$ cat config.mk
export PLATFORM = sky130hd
export DESIGN_NAME = spi_prefetch_fifo_flat
export DESIGN_NICKNAME = d
export VERILOG_FILES = /design/src/rtl/spi_prefetch_fifo_if.sv /design/src/rtl/spi_prefetch_fifo.sv /design/src/flat_wrapper.sv
export SDC_FILE = /design/constraint.sdc
export NUM_CORES = 1
export LEC_CHECK = 0
export ABC_AREA = 1
export BUFFER_PORTS_ARGS = -buffer_cell sky130_fd_sc_hd__buf_4
export CAP_MARGIN = 20
export CORE_MARGIN = 1.5
export CORE_UTILIZATION = 45
export CTS_CLUSTER_SIZE = 8
export DETAILED_ROUTE_END_ITERATION = 10
export PLACE_DENSITY = 0.75
export SYNTH_ARGS = -nofsm -noshare
export SYNTH_HDL_FRONTEND = slang
export SYNTH_SLANG_ARGS = --single-unit
$ cat constraint.sdc
create_clock -name clk -period 7.3 [get_ports clk]
set_clock_uncertainty 0.05 [all_clocks]
set_input_delay 0.365 -clock clk [delete_from_list [all_inputs] [get_ports clk]]
set_output_delay 0.365 -clock clk [all_outputs]
set_load 0.05 [all_outputs]
$ cat src/rtl/spi_prefetch_fifo_if.sv
// spi_prefetch_fifo_if: handshake bundle between the flash controller, the prefetch FIFO and its consumer
//   master: drives start_read, stop_read, spi_data, spi_busy, pop; observes the FIFO outputs
//   slave : the FIFO; drives spi_continue, data_out, empty, full, level, underflow
interface spi_prefetch_fifo_if #(
   parameter int DATA_WIDTH_BYTES = 2,
   parameter int DEPTH = 4,
   parameter int LW = $clog2(DEPTH + 1)
);
   localparam int W = 8 * DATA_WIDTH_BYTES;
   logic start_read, stop_read, spi_busy, spi_continue, pop, empty, full, underflow;
   logic [W-1:0] spi_data, data_out;
   logic [LW-1:0] level;
   modport master (
      output start_read, stop_read, spi_data, spi_busy, pop,
      input spi_continue, data_out, empty, full, level, underflow
   );
   modport slave (
      input start_read, stop_read, spi_data, spi_busy, pop,
      output spi_continue, data_out, empty, full, level, underflow
   );
endinterface

$ cat src/rtl/spi_prefetch_fifo.sv
// spi_prefetch_fifo: DEPTH-entry prefetch ring buffer between the SPI flash controller and the RLE consumer
//   clk, rstn : clock, asynchronous active-low reset
//   bus       : slave side of spi_prefetch_fifo_if (start/stop, controller data/busy/continue,
//               consumer pop/data_out, status empty/full/level/underflow)
module spi_prefetch_fifo #(
   parameter int DATA_WIDTH_BYTES = 2,
   parameter int DEPTH = 4,
   parameter int LW = $clog2(DEPTH + 1)
) (
   input logic clk,
   input logic rstn,
   spi_prefetch_fifo_if.slave bus
);
   localparam int W = 8 * DATA_WIDTH_BYTES;
   localparam int PW = $clog2(DEPTH);
   typedef enum logic [1:0] {IDLE, WAIT, READY} state_t;
   state_t state, state_nx;
   logic [W-1:0] mem [DEPTH];
   logic [PW-1:0] wr_ptr, rd_ptr, wr_ptr_nx, rd_ptr_nx;
   logic [LW-1:0] level, level_nx;
   logic [LW:0] occ;
   logic [W-1:0] data_out, data_out_nx;
   logic underflow, underflow_nx, empty, full;
   logic flush, push, do_pop, issue;
   always_comb begin
      flush = bus.start_read | bus.stop_read;
      push = (state == WAIT) & ~bus.spi_busy & ~flush;
      do_pop = bus.pop & ~flush & (level != '0);
      occ = {1'b0, level} + (LW+1)'(push) - (LW+1)'(do_pop);
      // the word requested now is reserved by requiring room after this cycle's push/pop
      issue = (state == READY) & ~flush & (occ < (LW+1)'(DEPTH));
      state_nx = bus.stop_read ? IDLE : bus.start_read ? WAIT : push ? READY : issue ? WAIT : state;
      wr_ptr_nx = flush ? '0 : wr_ptr + PW'(push);
      rd_ptr_nx = flush ? '0 : rd_ptr + PW'(do_pop);
      level_nx = flush ? '0 : occ[LW-1:0];
      underflow_nx = (bus.start_read & ~bus.stop_read) ? 1'b0 : underflow | (bus.pop & ~flush & (level == '0));
      // bypass the word being written when it becomes the new head
      data_out_nx = (push & (wr_ptr == rd_ptr_nx)) ? bus.spi_data : mem[rd_ptr_nx];
   end
   always_ff @(posedge clk or negedge rstn) begin
      if (!rstn) begin
         state <= IDLE;
         wr_ptr <= '0;
         rd_ptr <= '0;
         level <= '0;
         data_out <= '0;
         underflow <= 1'b0;
         empty <= 1'b1;
         full <= 1'b0;
      end else begin
         state <= state_nx;
         wr_ptr <= wr_ptr_nx;
         rd_ptr <= rd_ptr_nx;
         level <= level_nx;
         data_out <= data_out_nx;
         underflow <= underflow_nx;
         empty <= (level_nx == '0);
         full <= (level_nx == LW'(DEPTH));
      end
   end
   always_ff @(posedge clk) begin
      if (push) mem[wr_ptr] <= bus.spi_data;
   end
   assign bus.spi_continue = issue;
   assign bus.data_out = data_out;
   assign bus.empty = empty;
   assign bus.full = full;
   assign bus.level = level;
   assign bus.underflow = underflow;
endmodule

$ cat src/flat_wrapper.sv
// flat-port wrapper written by rule: the top's interface ports become plain ports
module spi_prefetch_fifo_flat 
#(
   parameter int DATA_WIDTH_BYTES = 2,
   parameter int DEPTH = 4,
   parameter int LW = $clog2(DEPTH + 1)
)
  (clk, rstn, bus_start_read, bus_stop_read, bus_spi_data, bus_spi_busy, bus_pop, bus_spi_continue, bus_data_out, bus_empty, bus_full, bus_level, bus_underflow);
  spi_prefetch_fifo_if #(.DATA_WIDTH_BYTES(DATA_WIDTH_BYTES), .DEPTH(DEPTH), .LW(LW)) bus_i ();
  input logic clk;
  input logic rstn;
  input wire logic [$bits(bus_i.start_read)-1:0] bus_start_read;
  input wire logic [$bits(bus_i.stop_read)-1:0] bus_stop_read;
  input wire logic [$bits(bus_i.spi_data)-1:0] bus_spi_data;
  input wire logic [$bits(bus_i.spi_busy)-1:0] bus_spi_busy;
  input wire logic [$bits(bus_i.pop)-1:0] bus_pop;
  output wire logic [$bits(bus_i.spi_continue)-1:0] bus_spi_continue;
  output wire logic [$bits(bus_i.data_out)-1:0] bus_data_out;
  output wire logic [$bits(bus_i.empty)-1:0] bus_empty;
  output wire logic [$bits(bus_i.full)-1:0] bus_full;
  output wire logic [$bits(bus_i.level)-1:0] bus_level;
  output wire logic [$bits(bus_i.underflow)-1:0] bus_underflow;
  assign bus_i.start_read = bus_start_read;
  assign bus_i.stop_read = bus_stop_read;
  assign bus_i.spi_data = bus_spi_data;
  assign bus_i.spi_busy = bus_spi_busy;
  assign bus_i.pop = bus_pop;
  assign bus_spi_continue = bus_i.spi_continue;
  assign bus_data_out = bus_i.data_out;
  assign bus_empty = bus_i.empty;
  assign bus_full = bus_i.full;
  assign bus_level = bus_i.level;
  assign bus_underflow = bus_i.underflow;
  spi_prefetch_fifo #(.DATA_WIDTH_BYTES(DATA_WIDTH_BYTES), .DEPTH(DEPTH), .LW(LW)) u_core (.clk(clk), .rstn(rstn), .bus(bus_i));
endmodule
==> run_results.csv <==
group,metric,value,unit
critical_path,worst-path-buf-inv,3,
timing,post-route-min-period,3.18,ns
placed_design,io_buffers,44,
placed_design,dp_hpwl,4650,µm
power,leakage,2.11,nW
critical_path,worst-path-stages,12,
placed_design,place_congestion,0.768,
critical_path,crit_family,"adder cells",
clock_network,cts_max_path_buffers,2,
route,wl,7560,µm
timing,fin_tns_setup,0,ns
cells_and_area,final_cells,541,
critical_path,startpoint,"u_core.bus.level[2]",
global_route,grt_use_total,0.182,
route,vias_per_cell,4.85,
route,dr.pass1.iters,4,
floorplan,die_w,96.5,µm
logic_synthesis,syn_nets,411,
clock_network,cts_tree,"built",
global_route,grt_pass1_wl,12400,µm
cells_and_area,n_antenna_cell,0,
timing,final_max_slew_viol_count,0,
floorplan,core,8340,µm²
job,max_cap_violations,0,
clock_network,clockRootBuffer,"clkbuf_8",
timing,rsz0062_at_grt,"false",
floorplan,row_count,33,
placed_design,dpl.cell_count,524,
outcome,status,"complete, no violations",
placed_design,pre_cts_slack,4.25,ns
timing,setup_violations,0,
logic_synthesis,avgSynthCellArea,10.3,µm²
cells_and_area,fillers,739,
timing,worst_pin_slew,0.944,ns
critical_path,r2r_start,"u_core.bus.level[2]",
clock_network,holdBufCountCts,1,
logic_synthesis,syn_area,3940,µm²
route,drc,0,
global_route,grt_overflow,0,
critical_path,crit_end,"bus_spi_continue",
logic_synthesis,synth.distinct_cells,29,
critical_path,crit_path_max_fanout,4,
route,antenna_left,0,
clock_network,cts_sinks,92,
critical_path,r2r_cells,11,
critical_path,arrival,2.77,ns
critical_path,cp.required,6.88,ns
timing,fmax,314,MHz
clock_network,htreeDepth,3,
critical_path,r2r-end,"u_core.bus.data_out[10]",
critical_path,r2r_slack,4.45,ns
cells_and_area,syn_to_final_growth,16.4,%
power,power_density,212,nW/µm²
clock_network,clock_latency,0.37,ns
timing,slew_headroom,0.369,
route,vias,2623,
logic_synthesis,yosysWarningCount,0,
global_route,grt_pass1_vias,2646,
logic_synthesis,synth_seq_area_share,0.666,
cells_and_area,layout_commonest_cell,"nand2_1",
timing,post-route-period-util,0.436,
floorplan,die_y,96.5,µm
critical_path,crit_chain,"nor3_1, nor2_1, ha_1, inv_1, ha_1, fa_1, nand2_1, nand2_1, nor2_1, nand3_1, inv_1, buf_4",
critical_path,slowest_delay,0.42,ns
floorplan,initial_core_util,0.472,
floorplan,ios,45,
power,ir_drop,0.121,mV
cells_and_area,fin_nets,460,
critical_path,worstSetupStartpointType,"register",
global_route,antenna_found_initial,0,
logic_synthesis,synth_seq_cells,92,
critical_path,end_kind,"output pin",
critical_path,crit_slowest_cell,"dfrtp_1",
route,drt-initial-drc-count,132,
route,drt-wirelength-per-cell,14.0,µm
hold_path,hp-class,"primary input to register",
critical_path,crit_type,"register to output pin",
timing,final-hold-violation-count,0,
logic_synthesis,syn_inst,382,
timing,postLayoutSetupSlackWorst,4.12,ns
clock_network,cts_inserted_buffers,9,
floorplan,die_area,9320,µm²
clock_network,postCtsSetupBuffers,0,
clock_network,clkTransAtPathRegs,0.10,ns
clock_network,cts_resized,0,
global_route,grt_max_degree,51,
cells_and_area,drive_gt1_frac,0.179,
cells_and_area,final_cell_mix,"176 x nand2_1, 64 x edfxtp_1, 47 x buf_4",
worst min-delay path by stage:
stage                    startpoint  slack, ns                     end  depth (start not counted)
global route        bus_spi_data[7]       0.14        u_core.mem[2][7]                          1
global placement               rstn       0.28         u_core.state[1]                          1
floorplan                      rstn       0.02  u_core.bus.data_out[0]                          0
CTS                  bus_start_read       0.13    u_core.bus.underflow                          2
finish               bus_start_read       0.14    u_core.bus.underflow                          2
detailed placement             rstn       0.28         u_core.state[1]                          1
logic make-up (layout without fill, tap and decap cells):
group | after synthesis | after routing | synth area share
AOI/OAI and AO/OA | 22 | 22 | 0.0286
and+or+nand+nor | 207 | 207 | 0.219
DFF | 92 | 92 | 0.666
adders and majority gates | 7 | 7 | 0.0241
buffers and inverters | 54 | 108 | 0.0620
report_power, final:
group / switching [mW] / internal, mW
Combinational: 0.0417 / 0.0196
Sequential: 0.00271 / 0.566
Clock: 0.204 / 0.136
through the flow:
| stage | instance area [µm²] | power [mW] | hold WS (ns) | util |
|---|---|---|---|---|
| global route | 4580 | 1.00 | 0.140 | 0.550 |
| detailed placement | 4370 | 0.642 | 0.283 | 0.524 |
| global placement | 4370 | 0.641 | 0.278 | 0.524 |
| floorplan | 3940 | 0.612 | 0.0194 | - |
| CTS | 4580 | 0.977 | 0.131 | 0.550 |
| finish | 4580 | 0.970 | 0.138 | 0.550 |
synthesized netlist by cell type (all sizes together):
library cell,count,area share
a21oi,3,0.0038
a31oi,2,0.0032
buf,7,0.016
clkbuf,3,0.0029
clkinv,2,0.0019
dfrtp,27,0.17
dfstp,1,0.0067
edfxtp,64,0.49
fa,1,0.0051
ha,6,0.019
inv,42,0.041
nand2,179,0.17
nand3,10,0.017
nand4,1,0.0016
nor2,11,0.018
nor3,5,0.0064
nor4,1,0.0016
o21ai,17,0.022
area by class of cell:
type	count	area (µm²)	area share
Clock buffer	9	124	0.0270
Clock inverter	7	76.3	0.0166
Inverter	44	170	0.0371
Multi-Input combinational cell	236	1100	0.239
Sequential cell	92	2620	0.572
Tap cell	105	131	0.0287
Timing Repair Buffer	48	363	0.0791
routing by layer:
metal | vias up | wire length [µm] | global-route usage
met4 | 0 | 110 | 0.0773
li1 | 1316 | - | -
met3 | 10 | 451 | 0.0360
met2 | 80 | 3700 | 0.301
met1 | 1217 | 3300 | 0.233
met5 | - | 0 | 0
registers in the layout (all words and copies together), names as in the netlist:
name	cells
u_core.bus.level	3
u_core.bus.data_out	16
u_core.bus.underflow	1
u_core.mem	64
u_core.rd_ptr	2
u_core.bus.full	1
u_core.bus.empty	1
u_core.wr_ptr	2
u_core.state	2
worst reg2reg max path, delay by kind of cell, from the launching register on:
kind	cells	cell delay, ns
AND/OR/NAND/NOR	9	1.36
adder cells (fa/ha/maj)	1	0.34
flip-flops	1	0.42
buffers and inverters	1	0.58
Power figures use the tool's default switching activity.
